### config.mk
export PLATFORM = sky130hd
export DESIGN_NAME = core_ctrl_status_mon
export DESIGN_NICKNAME = d
export VERILOG_FILES = /design/src/rtl/core_ctrl_pkg.sv /design/src/rtl/core_ctrl_chan.sv /design/src/rtl/core_ctrl_status_mon.sv
export SDC_FILE = /design/constraint.sdc
export NUM_CORES = 1
export LEC_CHECK = 0
export ABC_AREA = 1
export BUFFER_PORTS_ARGS = -buffer_cell sky130_fd_sc_hd__buf_2
export CAP_MARGIN = 20
export CELL_PAD_IN_SITES_DETAIL_PLACEMENT = 0
export CELL_PAD_IN_SITES_GLOBAL_PLACEMENT = 1
export CORE_MARGIN = 2
export CORE_UTILIZATION = 40
export DETAILED_ROUTE_END_ITERATION = 8
export PLACE_DENSITY_LB_ADDON = 0.15
export SYNTH_ARGS = -nofsm -noshare
export SYNTH_HDL_FRONTEND = slang
export SYNTH_SLANG_ARGS = --single-unit
### constraint.sdc
create_clock -name clk -period 5.2 [get_ports clk]
set_clock_uncertainty 0.05 [all_clocks]
set_input_delay 0 -clock clk [delete_from_list [all_inputs] [get_ports clk]]
set_output_delay 0 -clock clk [all_outputs]
set_load 0.1 [all_outputs]
### src/rtl/core_ctrl_pkg.sv
// Package for the multi-core boot/run controller.
// Holds the per-core state encoding and the index-width helper, which the
// channel and the top level both use.
package core_ctrl_pkg;

    typedef enum logic [1:0] {
        IDLE  = 2'd0,
        SETUP = 2'd1,
        RUN   = 2'd2,
        HALT  = 2'd3
    } core_state_e;

    // Width needed to index n items; never less than one bit.
    function automatic int idx_w(input int n);
        if (n <= 2) return 1;
        return $clog2(n);
    endfunction

endpackage

### src/rtl/core_ctrl_chan.sv
// One controlled core: boot/run sequencer plus alert monitor.
// Ports:
//   clk, rst          clock, asynchronous active-high reset
//   accept_i          start handshake accepted for this core this cycle
//   start_addr_i      boot address captured on accept
//   stop_i, clr_i     stop request / clear of counter, flag and HALT
//   alert_minor_i     minor alert level (rising edges are counted)
//   alert_major_i     major alert level (rising edge sets sticky flag)
//   boot_addr_o       captured boot address
//   fetch_enable_o    high in RUN only
//   running_o         state == RUN
//   idle_o            state == IDLE (start may be accepted)
//   minor_cnt_o       saturating minor-edge count
//   cnt_sat_o         minor counter at its maximum
//   major_seen_o      sticky major-alert flag
module core_ctrl_chan
    import core_ctrl_pkg::*;
#(
    parameter int ADDR_W      = 32,
    parameter int CNT_W       = 8,
    parameter int FETCH_DELAY = 4,
    parameter int MAJOR_HALT  = 1
) (
    input  logic              clk,
    input  logic              rst,
    input  logic              accept_i,
    input  logic [ADDR_W-1:0] start_addr_i,
    input  logic              stop_i,
    input  logic              clr_i,
    input  logic              alert_minor_i,
    input  logic              alert_major_i,
    output logic [ADDR_W-1:0] boot_addr_o,
    output logic              fetch_enable_o,
    output logic              running_o,
    output logic              idle_o,
    output logic [CNT_W-1:0]  minor_cnt_o,
    output logic              cnt_sat_o,
    output logic              major_seen_o
);

    localparam int                DLY_W    = idx_w(FETCH_DELAY);
    localparam logic [DLY_W-1:0]  DLY_INIT = DLY_W'(FETCH_DELAY - 1);
    localparam logic [CNT_W-1:0]  CNT_MAX  = '1;

    core_state_e      state_q, state_d;
    logic [DLY_W-1:0] dly_q, dly_d;
    logic             minor_q, major_q;
    logic             minor_edge, major_edge;
    logic             halt_req;

    function automatic logic [CNT_W-1:0] sat_inc(input logic [CNT_W-1:0] v);
        return (v == CNT_MAX) ? v : v + 1'b1;
    endfunction

    // A clear in the same cycle swallows the edge; history still tracks the level.
    assign minor_edge = alert_minor_i & ~minor_q & ~clr_i;
    assign major_edge = alert_major_i & ~major_q & ~clr_i;
    assign halt_req   = (MAJOR_HALT != 0) && major_edge;

    // State register
    always_ff @(posedge clk or posedge rst) begin
        if (rst) begin
            state_q <= IDLE;
            dly_q   <= '0;
        end else begin
            state_q <= state_d;
            dly_q   <= dly_d;
        end
    end

    // Next-state logic; stop wins over a major-alert halt.
    always_comb begin
        state_d = state_q;
        dly_d   = dly_q;
        case (state_q)
            IDLE: begin
                if (accept_i) begin
                    state_d = SETUP;
                    dly_d   = DLY_INIT;
                end
            end
            SETUP: begin
                if (stop_i)              state_d = IDLE;
                else if (halt_req)       state_d = HALT;
                else if (dly_q == '0)    state_d = RUN;
                else                     dly_d   = dly_q - 1'b1;
            end
            RUN: begin
                if (stop_i)              state_d = IDLE;
                else if (halt_req)       state_d = HALT;
            end
            HALT: begin
                if (clr_i)               state_d = IDLE;
            end
            default:                     state_d = IDLE;
        endcase
    end

    // Outputs decoded from the state; reset drops fetch without waiting for a clock.
    always_comb begin
        fetch_enable_o = (state_q == RUN);
        running_o      = (state_q == RUN);
        idle_o         = (state_q == IDLE);
    end

    // Boot address, edge history, counter and sticky flag
    always_ff @(posedge clk or posedge rst) begin
        if (rst) begin
            boot_addr_o  <= '0;
            minor_q      <= 1'b0;
            major_q      <= 1'b0;
            minor_cnt_o  <= '0;
            major_seen_o <= 1'b0;
        end else begin
            if (accept_i) boot_addr_o <= start_addr_i;
            minor_q <= alert_minor_i;
            major_q <= alert_major_i;
            if (clr_i) begin
                minor_cnt_o  <= '0;
                major_seen_o <= 1'b0;
            end else begin
                if (minor_edge) minor_cnt_o  <= sat_inc(minor_cnt_o);
                if (major_edge) major_seen_o <= 1'b1;
            end
        end
    end

    assign cnt_sat_o = (minor_cnt_o == CNT_MAX);

endmodule

### src/rtl/core_ctrl_status_mon.sv
// Multi-core boot/run controller and status monitor.
// Ports:
//   clk, rst         clock, asynchronous active-high reset
//   start_valid_i / start_ready_o / start_core_i / start_addr_i
//                    start handshake targeting one core
//   stop_i, clr_i    per-core stop and clear
//   alert_minor_i, alert_major_i, core_sleep_i   per-core status inputs
//   boot_addr_o      per-core boot address, core k at [k*ADDR_W +: ADDR_W]
//   fetch_enable_o, running_o, major_seen_o      per-core status
//   minor_cnt_o      per-core minor count, core k at [k*CNT_W +: CNT_W]
//   all_asleep_o     registered: >=1 core in RUN and every RUN core asleep
//   irq_o            registered: any major flag or any saturated counter
module core_ctrl_status_mon
    import core_ctrl_pkg::*;
#(
    parameter  int NUM_CORES   = 2,
    parameter  int ADDR_W      = 32,
    parameter  int CNT_W       = 8,
    parameter  int FETCH_DELAY = 4,
    parameter  int MAJOR_HALT  = 1,
    localparam int IDX_W       = idx_w(NUM_CORES)
) (
    input  logic                        clk,
    input  logic                        rst,
    input  logic                        start_valid_i,
    output logic                        start_ready_o,
    input  logic [IDX_W-1:0]            start_core_i,
    input  logic [ADDR_W-1:0]           start_addr_i,
    input  logic [NUM_CORES-1:0]        stop_i,
    input  logic [NUM_CORES-1:0]        clr_i,
    input  logic [NUM_CORES-1:0]        alert_minor_i,
    input  logic [NUM_CORES-1:0]        alert_major_i,
    input  logic [NUM_CORES-1:0]        core_sleep_i,
    output logic [NUM_CORES*ADDR_W-1:0] boot_addr_o,
    output logic [NUM_CORES-1:0]        fetch_enable_o,
    output logic [NUM_CORES-1:0]        running_o,
    output logic [NUM_CORES*CNT_W-1:0]  minor_cnt_o,
    output logic [NUM_CORES-1:0]        major_seen_o,
    output logic                        all_asleep_o,
    output logic                        irq_o
);

    logic [NUM_CORES-1:0] idle;
    logic [NUM_CORES-1:0] sat;
    logic [NUM_CORES-1:0] sel;
    logic [NUM_CORES-1:0] accept;

    // Decode the target; an index past the last core matches nothing, so it is never ready.
    always_comb begin
        start_ready_o = 1'b0;
        sel           = '0;
        for (int k = 0; k < NUM_CORES; k++) begin
            if (start_core_i == IDX_W'(k)) begin
                sel[k]        = 1'b1;
                start_ready_o = idle[k];
            end
        end
    end

    assign accept = sel & {NUM_CORES{start_valid_i & start_ready_o}};

    for (genvar k = 0; k < NUM_CORES; k++) begin : g_chan
        core_ctrl_chan #(
            .ADDR_W      (ADDR_W),
            .CNT_W       (CNT_W),
            .FETCH_DELAY (FETCH_DELAY),
            .MAJOR_HALT  (MAJOR_HALT)
        ) u_chan (
            .clk            (clk),
            .rst            (rst),
            .accept_i       (accept[k]),
            .start_addr_i   (start_addr_i),
            .stop_i         (stop_i[k]),
            .clr_i          (clr_i[k]),
            .alert_minor_i  (alert_minor_i[k]),
            .alert_major_i  (alert_major_i[k]),
            .boot_addr_o    (boot_addr_o[k*ADDR_W +: ADDR_W]),
            .fetch_enable_o (fetch_enable_o[k]),
            .running_o      (running_o[k]),
            .idle_o         (idle[k]),
            .minor_cnt_o    (minor_cnt_o[k*CNT_W +: CNT_W]),
            .cnt_sat_o      (sat[k]),
            .major_seen_o   (major_seen_o[k])
        );
    end

    // Aggregates: cores outside RUN do not block the all-asleep condition.
    always_ff @(posedge clk or posedge rst) begin
        if (rst) begin
            all_asleep_o <= 1'b0;
            irq_o        <= 1'b0;
        end else begin
            all_asleep_o <= (|running_o) && (&(core_sleep_i | ~running_o));
            irq_o        <= (|major_seen_o) || (|sat);
        end
    end

endmodule

==> results of run 1 <==
## layer usage
metal	routed length [µm]	vias up	GRT usage	share of wire
li1	-	1931	-	-
met1	4640	1677	0.229	0.46
met2	4610	89	0.292	0.46
met3	628	11	0.0512	0.063
met4	136	0	0.0559	0.014
met5	0	-	0	0
## kinds of logic (layout without fill, tap and decap cells)
kind of cell | count (synthesis) | after routing | share of synthesized area
AO/OA/AOI/OAI | 98 | 98 | 0.123
adder cells (fa/ha/maj) | 4 | 4 | 0.0116
buffers and inverters | 106 | 281 | 0.106
flip-flops | 96 | 96 | 0.555
AND/OR/NAND/NOR | 207 | 207 | 0.204
## layout by cell type (no fill, tap or decap), types with 4 or more instances in the layout
cell / synthesis / layout
dlygate4sd3_1: 0 / 45
nor3_1: 4 / 4
nor2_1: 27 / 27
dfrtp_1: 96 / 96
nand3_1: 27 / 26
ha_1: 4 / 4
o21ai_1: 38 / 38
buf_2: 11 / 134
o21ai_0: 39 / 39
a21oi_1: 8 / 8
nand2_1: 131 / 131
clkbuf_8: 0 / 10
o21ai_2: 10 / 10
inv_1: 83 / 82
nand4_1: 5 / 5
nand2_2: 6 / 6
## per-stage QoR
step / util / area [µm²] / cells / setup slack [ns]
finish: 0.553 / 5760 / 822 / 3.40
detailed placement: 0.484 / 5050 / 760 / 3.02
global placement: 0.484 / 5050 / 760 / 3.15
global route: 0.553 / 5760 / 822 / 3.22
floorplan: - / 4330 / 511 / 2.42
CTS: 0.550 / 5730 / 821 / 3.00
## registers in the layout (all words and copies together) (netlist names)
signal,count
irq_o,1
g_chan.u_chan.dly_q,4
g_chan.u_chan.boot_addr_o,64
g_chan.u_chan.major_seen_o,2
g_chan.u_chan.state_q,4
all_asleep_o,1
g_chan.u_chan.minor_q,2
g_chan.u_chan.major_q,2
g_chan.u_chan.minor_cnt_o,16
## worst register-to-register path, cell delays in order, from the launching register on
cell     delay [ns]
dfrtp_1        0.45
nor2_4         0.18
nand3_2        0.48
buf_16         0.38
nand2_1        0.07
o21ai_0        0.08
## worst paths after layout
| path | depth (start not counted) | slack, ns | to | startpoint |
|---|---|---|---|---|
| worst max-delay path | 5 | 3.40 | g_chan[0].u_chan.boot_addr_o[4] | g_chan[0].u_chan.state_q[0] |
| worst min-delay path | 3 | 0.1 | g_chan[0].u_chan.major_q | rst |
| worst max register to register | 5 | 3.40 | g_chan[0].u_chan.boot_addr_o[4] | g_chan[0].u_chan.state_q[0] |
| worst min register to register | 2 | 0.44 | g_chan[1].u_chan.boot_addr_o[24] | g_chan[1].u_chan.boot_addr_o[24] |
| max in group asynchronous | 4 | 3.81 | g_chan[0].u_chan.boot_addr_o[24] | rst |
| min in group clk | 2 | 0.24 | g_chan[0].u_chan.major_q | alert_major_i[0] |
## final cells by class
cell class | instances | area [µm²]
clock inverters | 6 | 98.8
clock buffers | 10 | 138
multi-input cells | 309 | 1470
inverters | 83 | 314
flip-flops and latches | 96 | 2400
well taps | 136 | 170
repair buffers | 182 | 1160
fillers | 1025 | 4660
==> reports/qor.yml, run 1 <==
routing:
  drtAntennaViolNets: 0
  avgRoutedWirePerCell_um: 12.2
  drc: 0
  routed_via_density: 4.51
  via_count: 3708
  dr.pass1.iters: 4
  dr.first_iter.drc_count: 176
  wirelength_um: 10000
global_routing:
  grt_pass1_wl_um: 16700
  grt_pass1_vias: 3725
  grt_start_max_net_pins: 71
  grtUsageTotal: 0.178
  grt_overflow: 0
  grt_antenna_before_repair: 0
timing:
  min_period_ns: 1.80
  worst_pin_slew_ns: 0.868
  slew_headroom: 0.421
  setup-tns-final_ns: 0
  maxSlewViolCount: 0
  hold_viol_final: 0
  setup_viol: 0
  rsz0062_at_grt: "false"
  whs_ns: 0.0985
  fmax_mhz: 554
  min_period_over_period: 0.347
worst_setup_path:
  worst_ep_required_time_ns: 5.39
  path_max_fanout: 35
  slowest_stage: "nand3_2"
  worstPathArrival_ns: 1.99
  cpPeakStageDelay_ns: 0.48
  endpoint_kind: "flop"
  worst-path-buf-inv: 1
  crit_family: "simple AND/OR/NAND/NOR gates"
  critPathKind: "flop to flop"
  path_cells: "nor2_4, nand3_2, buf_16, nand2_1, o21ai_0"
  startpoint_type: "flop"
floorplanning:
  core_um2: 10400
  die_w_um: 108
  rows: 37
  die-area_um2: 11700
  fp.dieH_um: 108
  io_pins: 135
  start_util: 0.416
placement:
  io_buffers: 134
  dpl.hpwl_um: 6670
  place_congestion: 0.816
cts:
  root_buffer: "clkbuf_8"
  numCtsBuffers: 9
  postCtsSetupBuffers: 0
  holdBufCountCts: 45
  cts.htree.levels: 3
  cts_num_sinks: 96
  cts_tree: "yes"
  cts_resized: 0
  clk-insertion-delay-late_ns: 0.36
  clk_pin_slew_ns: 0.10
  cts_buffer_depth: 2
run:
  drv_cap: 0
synthesis:
  ys_types: 26
  ys_ff_latch: 96
  synth_area_leaders: "dfrtp_1, nand2_1, inv_1"
  ys.flop_type: "dfrtp_1"
  yosys.area.top_type: "dfrtp_1"
  post-synth-top-count-cell: "nand2_1"
  async_flop_share: 1.00
  syn_area_um2: 4330
  yosys_warnings: 0
  synth_commonest_cells: "nand2_1, dfrtp_1, inv_1"
  synth.top_cell.area_share: 0.555
  synth_cells: 511
  synth-edff-count: 0
  yosysSeqAreaShare: 0.555
  synth_area_per_cell_um2: 8.47
  synth_fp_nets: 561
hold_path:
  hold_path_class: "input pin to async pin"
final_layout:
  fin_nets: 731
  area_growth_pct: 33.0
  diodes: 0
  drive_above_1_share: 0.259
outcome:
  outcome: "finished, final reports clean"
Power of run 1 is not shown: default switching activity piles up to over one toggle a cycle in this logic, so the estimate is an artifact.
==> inputs of run 2 (changes only) <==
Settings changed: CORE_UTILIZATION 40 to 33.
Clock period 5.2 ns to 1.5 ns, I/O delays scaled along.
==> run 2 against run 1 <==
Net effect: utilization decreased by 7.7 points; final cell count increased by 4.6%; flip-flop and latch count unchanged; die area increased by 20%; routed wire length increased by 7.1%; via count increased by 3.0%.
==> reports/qor.yml, run 2 (same netlist as run 1, synthesis figures left out) <==
worst_setup_path:
  endpoint_kind: "output pin"
  startpoint_type: "flop"
  worst_ep_required_time_ns: 1.45  # -3.94 ns
  path_cells: "nor2_2, inv_2, o21ai_4, buf_12"
  worst-path-buf-inv: 2  # +1
  worstPathArrival_ns: 1.38  # -0.61 ns
  critPathKind: "flop to output pin"
  crit_family: "flip-flops"
  path_max_fanout: 5  # -86%
  cpPeakStageDelay_ns: 0.44  # -0.04 ns
  slowest_stage: "dfrtp_2"
global_routing:
  grt_overflow: 0  # unchanged
  grt_pass1_vias: 3802  # +2.1%
  grtUsageTotal: 0.161  # -0.0178
  grt_antenna_before_repair: 0  # unchanged
  grt_pass1_wl_um: 18200  # +8.8%
  grt_start_max_net_pins: 65  # -8.5%
final_layout:
  final_cell_mix: "buf_2, nand2_1, dfrtp_1"
  area_growth_pct: 39.9
  drive_above_1_share: 0.315  # +0.0559
  fin_nets: 733  # +0.27%
  top_register: "g_chan.u_chan.boot_addr_o"
  reg_top3: "g_chan.u_chan.boot_addr_o (64), g_chan.u_chan.minor_cnt_o (16)"
  fin_cells: 860  # +4.6%
  final_common_cell: "buf_2"
  largest_reg_flops: 64  # unchanged
  diodes: 0  # unchanged
routing:
  drc: 0  # unchanged
  drtAntennaViolNets: 0  # unchanged
  routed_via_density: 4.44  # -1.6%
  via_count: 3819  # +3.0%
  wirelength_um: 10700  # +7.1%
  dr.first_iter.drc_count: 168  # -4.5%
  avgRoutedWirePerCell_um: 12.5  # +2.3%
  dr.pass1.iters: 4  # unchanged
placement:
  pre_cts_ws_ns: 0.0755  # -2.95 ns
  place_congestion: 0.787  # -3.5%
  dp.cells: 800  # +5.3%
  io_buffers: 134  # unchanged
  dpl.hpwl_um: 7310  # +9.6%
cts:
  numCtsBuffers: 9  # unchanged
  clk_pin_slew_ns: 0.06  # -0.04 ns
  root_buffer: "clkbuf_16"
  cts_num_sinks: 96  # unchanged
  cts_buffer_depth: 2  # unchanged
  clk-insertion-delay-late_ns: 0.34  # -0.02 ns
  cts_tree: "yes"
  cts.htree.levels: 3  # unchanged
run:
  drv_cap: 0  # unchanged
timing:
  fmax_mhz: 700
  rsz0062_at_grt: "false"
  min_period_over_period: 0.952
  hold_viol_final: 0  # unchanged
  slew_headroom: 0.660  # +0.239
  min_period_ns: 1.43
  setup_viol: 0  # unchanged
  setup-tns-final_ns: 0  # unchanged
  final.setup.worst_slack_ns: 0.0721  # -3.32 ns
  worst_pin_slew_ns: 0.513  # -0.355 ns
  maxSlewViolCount: 0  # unchanged
floorplanning:
  die_w_um: 119  # +9.7%
  rows: 41  # +11%
  core_um2: 12700  # +22%
  die-area_um2: 14100  # +20%
  io_pins: 135  # unchanged
  start_util: 0.340  # -0.0754
  fp.dieH_um: 119  # +9.7%
outcome:
  outcome: "finished, final reports clean"
hold_path:
  hold_path_class: "input pin to flop"
[run 2: cell count changes in the layout (fill, tap and decap cells not counted), sizes merged]
cell	change
clkinv	+3
dlygate4sd3	-2
inv	-2
bufinv	-2
buf	+4
clkinvlp	+1
[run 2: worst reg2reg max path, stage by stage, from the launching register on]
cell	delay [ns]
dfrtp_2	0.44
nor2_2	0.14
buf_4	0.13
nand3_2	0.09
buf_12	0.22
nand2_1	0.09
o21ai_0	0.08
[run 2: per-stage QoR]
step	cell area, µm²	hold slack [ns]	utilization
after global placement	5310	-0.0955	0.417
final	6060	0.0391	0.476
after detailed placement	5310	-0.0919	0.417
after floorplan	4420	-0.0186	-
after global routing	6060	0.0600	0.476
after CTS	6030	0.0156	0.474
[run 2: timing repair]
action,4_1_cts,5_1_grt
hold buffers,43,0
resized for setup,1,12
pin swaps,1,1
setup endpoints to repair,3,9
endpoints found under the hold margin,170,0
buffers inserted,1,0
[run 2: cell type report]
| cell class | instances | area [µm²] |
|---|---|---|
| Tap cell | 172 | 215 |
| Timing Repair Buffer | 184 | 1260 |
| Fill cell | 1288 | 6660 |
| Inverter | 83 | 318 |
| Clock buffer | 10 | 229 |
| Sequential cell | 96 | 2420 |
| Multi-Input combinational cell | 309 | 1560 |
| Clock inverter | 6 | 51.3 |
[run 2: worst paths after layout]
kind	from	endpoint	slack, ns	cells after the start
max in group asynchronous	rst	g_chan[0].u_chan.boot_addr_o[28]	0.76	4
hold reg to reg	g_chan[0].u_chan.boot_addr_o[20]	g_chan[0].u_chan.boot_addr_o[20]	0.43	2
min in group asynchronous	rst	g_chan[1].u_chan.minor_cnt_o[0]	0.09	3
setup reg to reg	g_chan[1].u_chan.state_q[1]	g_chan[1].u_chan.boot_addr_o[16]	0.14	6
hold / removal	start_core_i	g_chan[0].u_chan.state_q[1]	0.04	4
setup / recovery	g_chan[1].u_chan.state_q[1]	start_ready_o	0.07	4
[run 2: layer usage]
metal	track usage	vias up	wire length [µm]	part of all wire
met5	0	-	0	0
met4	0.0640	0	172	0.016
met3	0.0569	14	767	0.072
met2	0.255	108	4970	0.46
met1	0.199	1752	4810	0.45
li1	-	1945	-	-
Power of run 2 is left out for the same reason.
==> inputs of run 3 (changes only) <==
Settings changed: HOLD_SLACK_MARGIN set to 0.15, SYNTH_HIERARCHICAL set to 1.
==> run 3 against run 2 <==
Net effect: final cell count increased by 7.6%; critical path depth unchanged; global-route usage increased by 1.1 points; worst hold slack improved by 0.14 ns; synthesized area increased by 3.2%.
==> reports/qor.yml, run 3 <==
cts:
  cts_buffer_depth: 2  # unchanged
  cts.htree.levels: 3  # unchanged
  cts_num_sinks: 96  # unchanged
  cts_tree: "yes"
  clk_pin_slew_ns: 0.06  # about the same
  root_buffer: "clkbuf_16"
  numCtsBuffers: 9  # unchanged
  clk-insertion-delay-late_ns: 0.33  # about the same
routing:
  routed_via_density: 4.40  # -0.97%
  drc: 0  # unchanged
  drtAntennaViolNets: 0  # unchanged
  wirelength_um: 11700  # +9.4%
  dr.first_iter.drc_count: 137  # -18%
  avgRoutedWirePerCell_um: 12.7  # +1.7%
  via_count: 4068  # +6.5%
  dr.pass1.iters: 4  # unchanged
worst_setup_path:
  critPathKind: "flop to output pin"
  endpoint_kind: "output pin"
  worstPathArrival_ns: 1.36  # -0.02 ns
  path_max_fanout: 5  # unchanged
  r2r_end: "g_chan[0].u_chan/state_q[1]"
  startpoint: "g_chan[0].u_chan/state_q[1]"
  crit_end: "running_o[0]"
  reg2regPathDepth: 9  # +3
  regToRegSetupSlack_ns: 0.10  # -0.04 ns
  startpoint_type: "flop"
  worst_ep_required_time_ns: 1.45  # about the same
  r2r_start: "g_chan[0].u_chan/state_q[0]"
timing:
  worst_pin_slew_ns: 0.509  # -0.00437 ns
  min_period_over_period: 0.937  # -0.0152
  rsz0062_at_grt: "true"
  setup_viol: 0  # unchanged
  min_period_ns: 1.41  # -0.0228 ns
  slew_headroom: 0.663  # +0.00289
  fmax_mhz: 712  # +1.6%
  hold_viol_final: 0  # unchanged
  maxSlewViolCount: 0  # unchanged
final_layout:
  top_register: "g_chan.u_chan/boot_addr_o"
  fin_nets: 795  # +8.5%
  diodes: 0  # unchanged
  drive_above_1_share: 0.308  # -0.00700
  largest_reg_flops: 64  # unchanged
  reg_top3: "g_chan.u_chan/boot_addr_o (64), g_chan.u_chan/minor_cnt_o (16)"
  final_cell_mix: "nand2_1, buf_2, dfrtp_1"
  final_common_cell: "nand2_1"
  area_growth_pct: 41.7
  design_area_um2: 6330  # +4.5%
synthesis:
  yosysSeqAreaShare: 0.538  # -0.0172
  synth_commonest_cells: "nand2_1, dfrtp_1, inv_1"
  yosys.area.top_type: "dfrtp_1"
  synth_cells: 557  # +9.0%
  post-synth-top-count-cell: "nand2_1"
  syn_area_um2: 4470  # +3.2%
  synth_area_per_cell_um2: 8.02  # -5.3%
  synth_area_leaders: "dfrtp_1, nand2_1, nand3_1"
  ys.flop_type: "dfrtp_1"
  ys_types: 28  # +7.7%
  yosys_warnings: 6  # +6
  synth.top_cell.area_share: 0.538  # -0.0172
  async_flop_share: 1.00  # unchanged
  synth-edff-count: 0  # unchanged
  ys_ff_latch: 96  # unchanged
  synth_fp_nets: 607  # +8.2%
run:
  drv_cap: 0  # unchanged
global_routing:
  grt_antenna_before_repair: 1  # +1
  grt_start_max_net_pins: 48  # -26%
  grt_overflow: 0  # unchanged
  grt_pass1_wl_um: 19700  # +8.2%
  grtUsageTotal: 0.172  # +0.0111
  grt_pass1_vias: 4104  # +7.9%
placement:
  place_congestion: 0.818  # +3.9%
  dpl.hpwl_um: 8370  # +14%
  io_buffers: 134  # unchanged
  place_area_um2: 5570  # +5.0%
floorplanning:
  rows: 42  # +2.4%
  die-area_um2: 14500  # +3.1%
  io_pins: 135  # unchanged
  start_util: 0.337  # -0.00289
  die_w_um: 120  # +1.5%
  core_um2: 13200  # +4.1%
  fp.dieH_um: 120  # +1.5%
outcome:
  outcome: "finished, final reports clean"
hold_path:
  hold_path_class: "input pin to async pin"
-- run 3: routing by layer --
metal  share of wire  global-route usage  routed length [µm]  vias to the layer above
li1                -                   -                   -                     2070
met1            0.45               0.220                5320                     1880
met2            0.47               0.276                5550                      103
met3           0.061              0.0472                 711                       13
met4           0.012              0.0647                 144                        2
met5         0.00060                   0                   7                        -
-- run 3: area by class of cell --
cell class,instances,area (µm²)
inverters,47,189
flip-flops and latches,96,2430
repair buffers,196,1360
clock buffers,12,236
multi-input cells,395,1850
clock inverters,3,43.8
well taps,176,220
fillers,1295,6910
-- run 3: how the worst min path moves through the flow --
stage | start | end | slack (ns) | cells after the start
4_1_cts | rst | g_chan[1].u_chan/minor_cnt_o[0] | 0.18 | 3
5_1_grt | rst | g_chan[1].u_chan/minor_cnt_o[2] | 0.23 | 3
6_report | rst | g_chan[1].u_chan/minor_cnt_o[2] | 0.18 | 3
3_5_place_dp | rst | irq_o | -0.16 | 2
2_1_floorplan | rst | all_asleep_o | -0.31 | 1
3_3_place_gp | rst | irq_o | -0.16 | 2
-- run 3: stage by stage --
stage	worst slack [ns]	cells	util	setup TNS, ns	hold slack, ns
after global placement	0.0568	863	0.421	0	-0.162
after floorplan	-0.164	557	-	-0.220	-0.309
final	0.0949	925	0.478	0	0.178
after global routing	-0.0691	925	0.478	-0.0718	0.228
after detailed placement	0.0161	863	0.421	0	-0.161
after CTS	0.0250	923	0.476	0	0.181
-- run 3: logic make-up after synthesis --
family / after synthesis / share of synthesized area
DFF: 96 / 0.538
muxes: 1 / 0.00224
buffers and inverters: 66 / 0.0633
xor gates and xnor gates: 1 / 0.00196
and+or+nand+nor: 374 / 0.366
adders and majority gates: 4 / 0.0112
AOI/OAI and AO/OA: 15 / 0.0174
-- run 3: worst max-delay path, cell delays in order (launching register included) --
cell and delay, ns:
dfrtp_1 0.39, buf_4 0.16, nand2_2 0.10, clkinvlp_4 0.17
buf_12 0.20
-- run 3: what timing repair did --
action                                  in CTS  in global routing
endpoints found under the hold margin      190                  0
hold buffers                                45                  0
endpoints found under the setup margin       1                 10
pin swaps                                    1                  0
gates resized for setup                      0                  5
setup buffers                                0                  2
Power of run 3 is left out for the same reason.
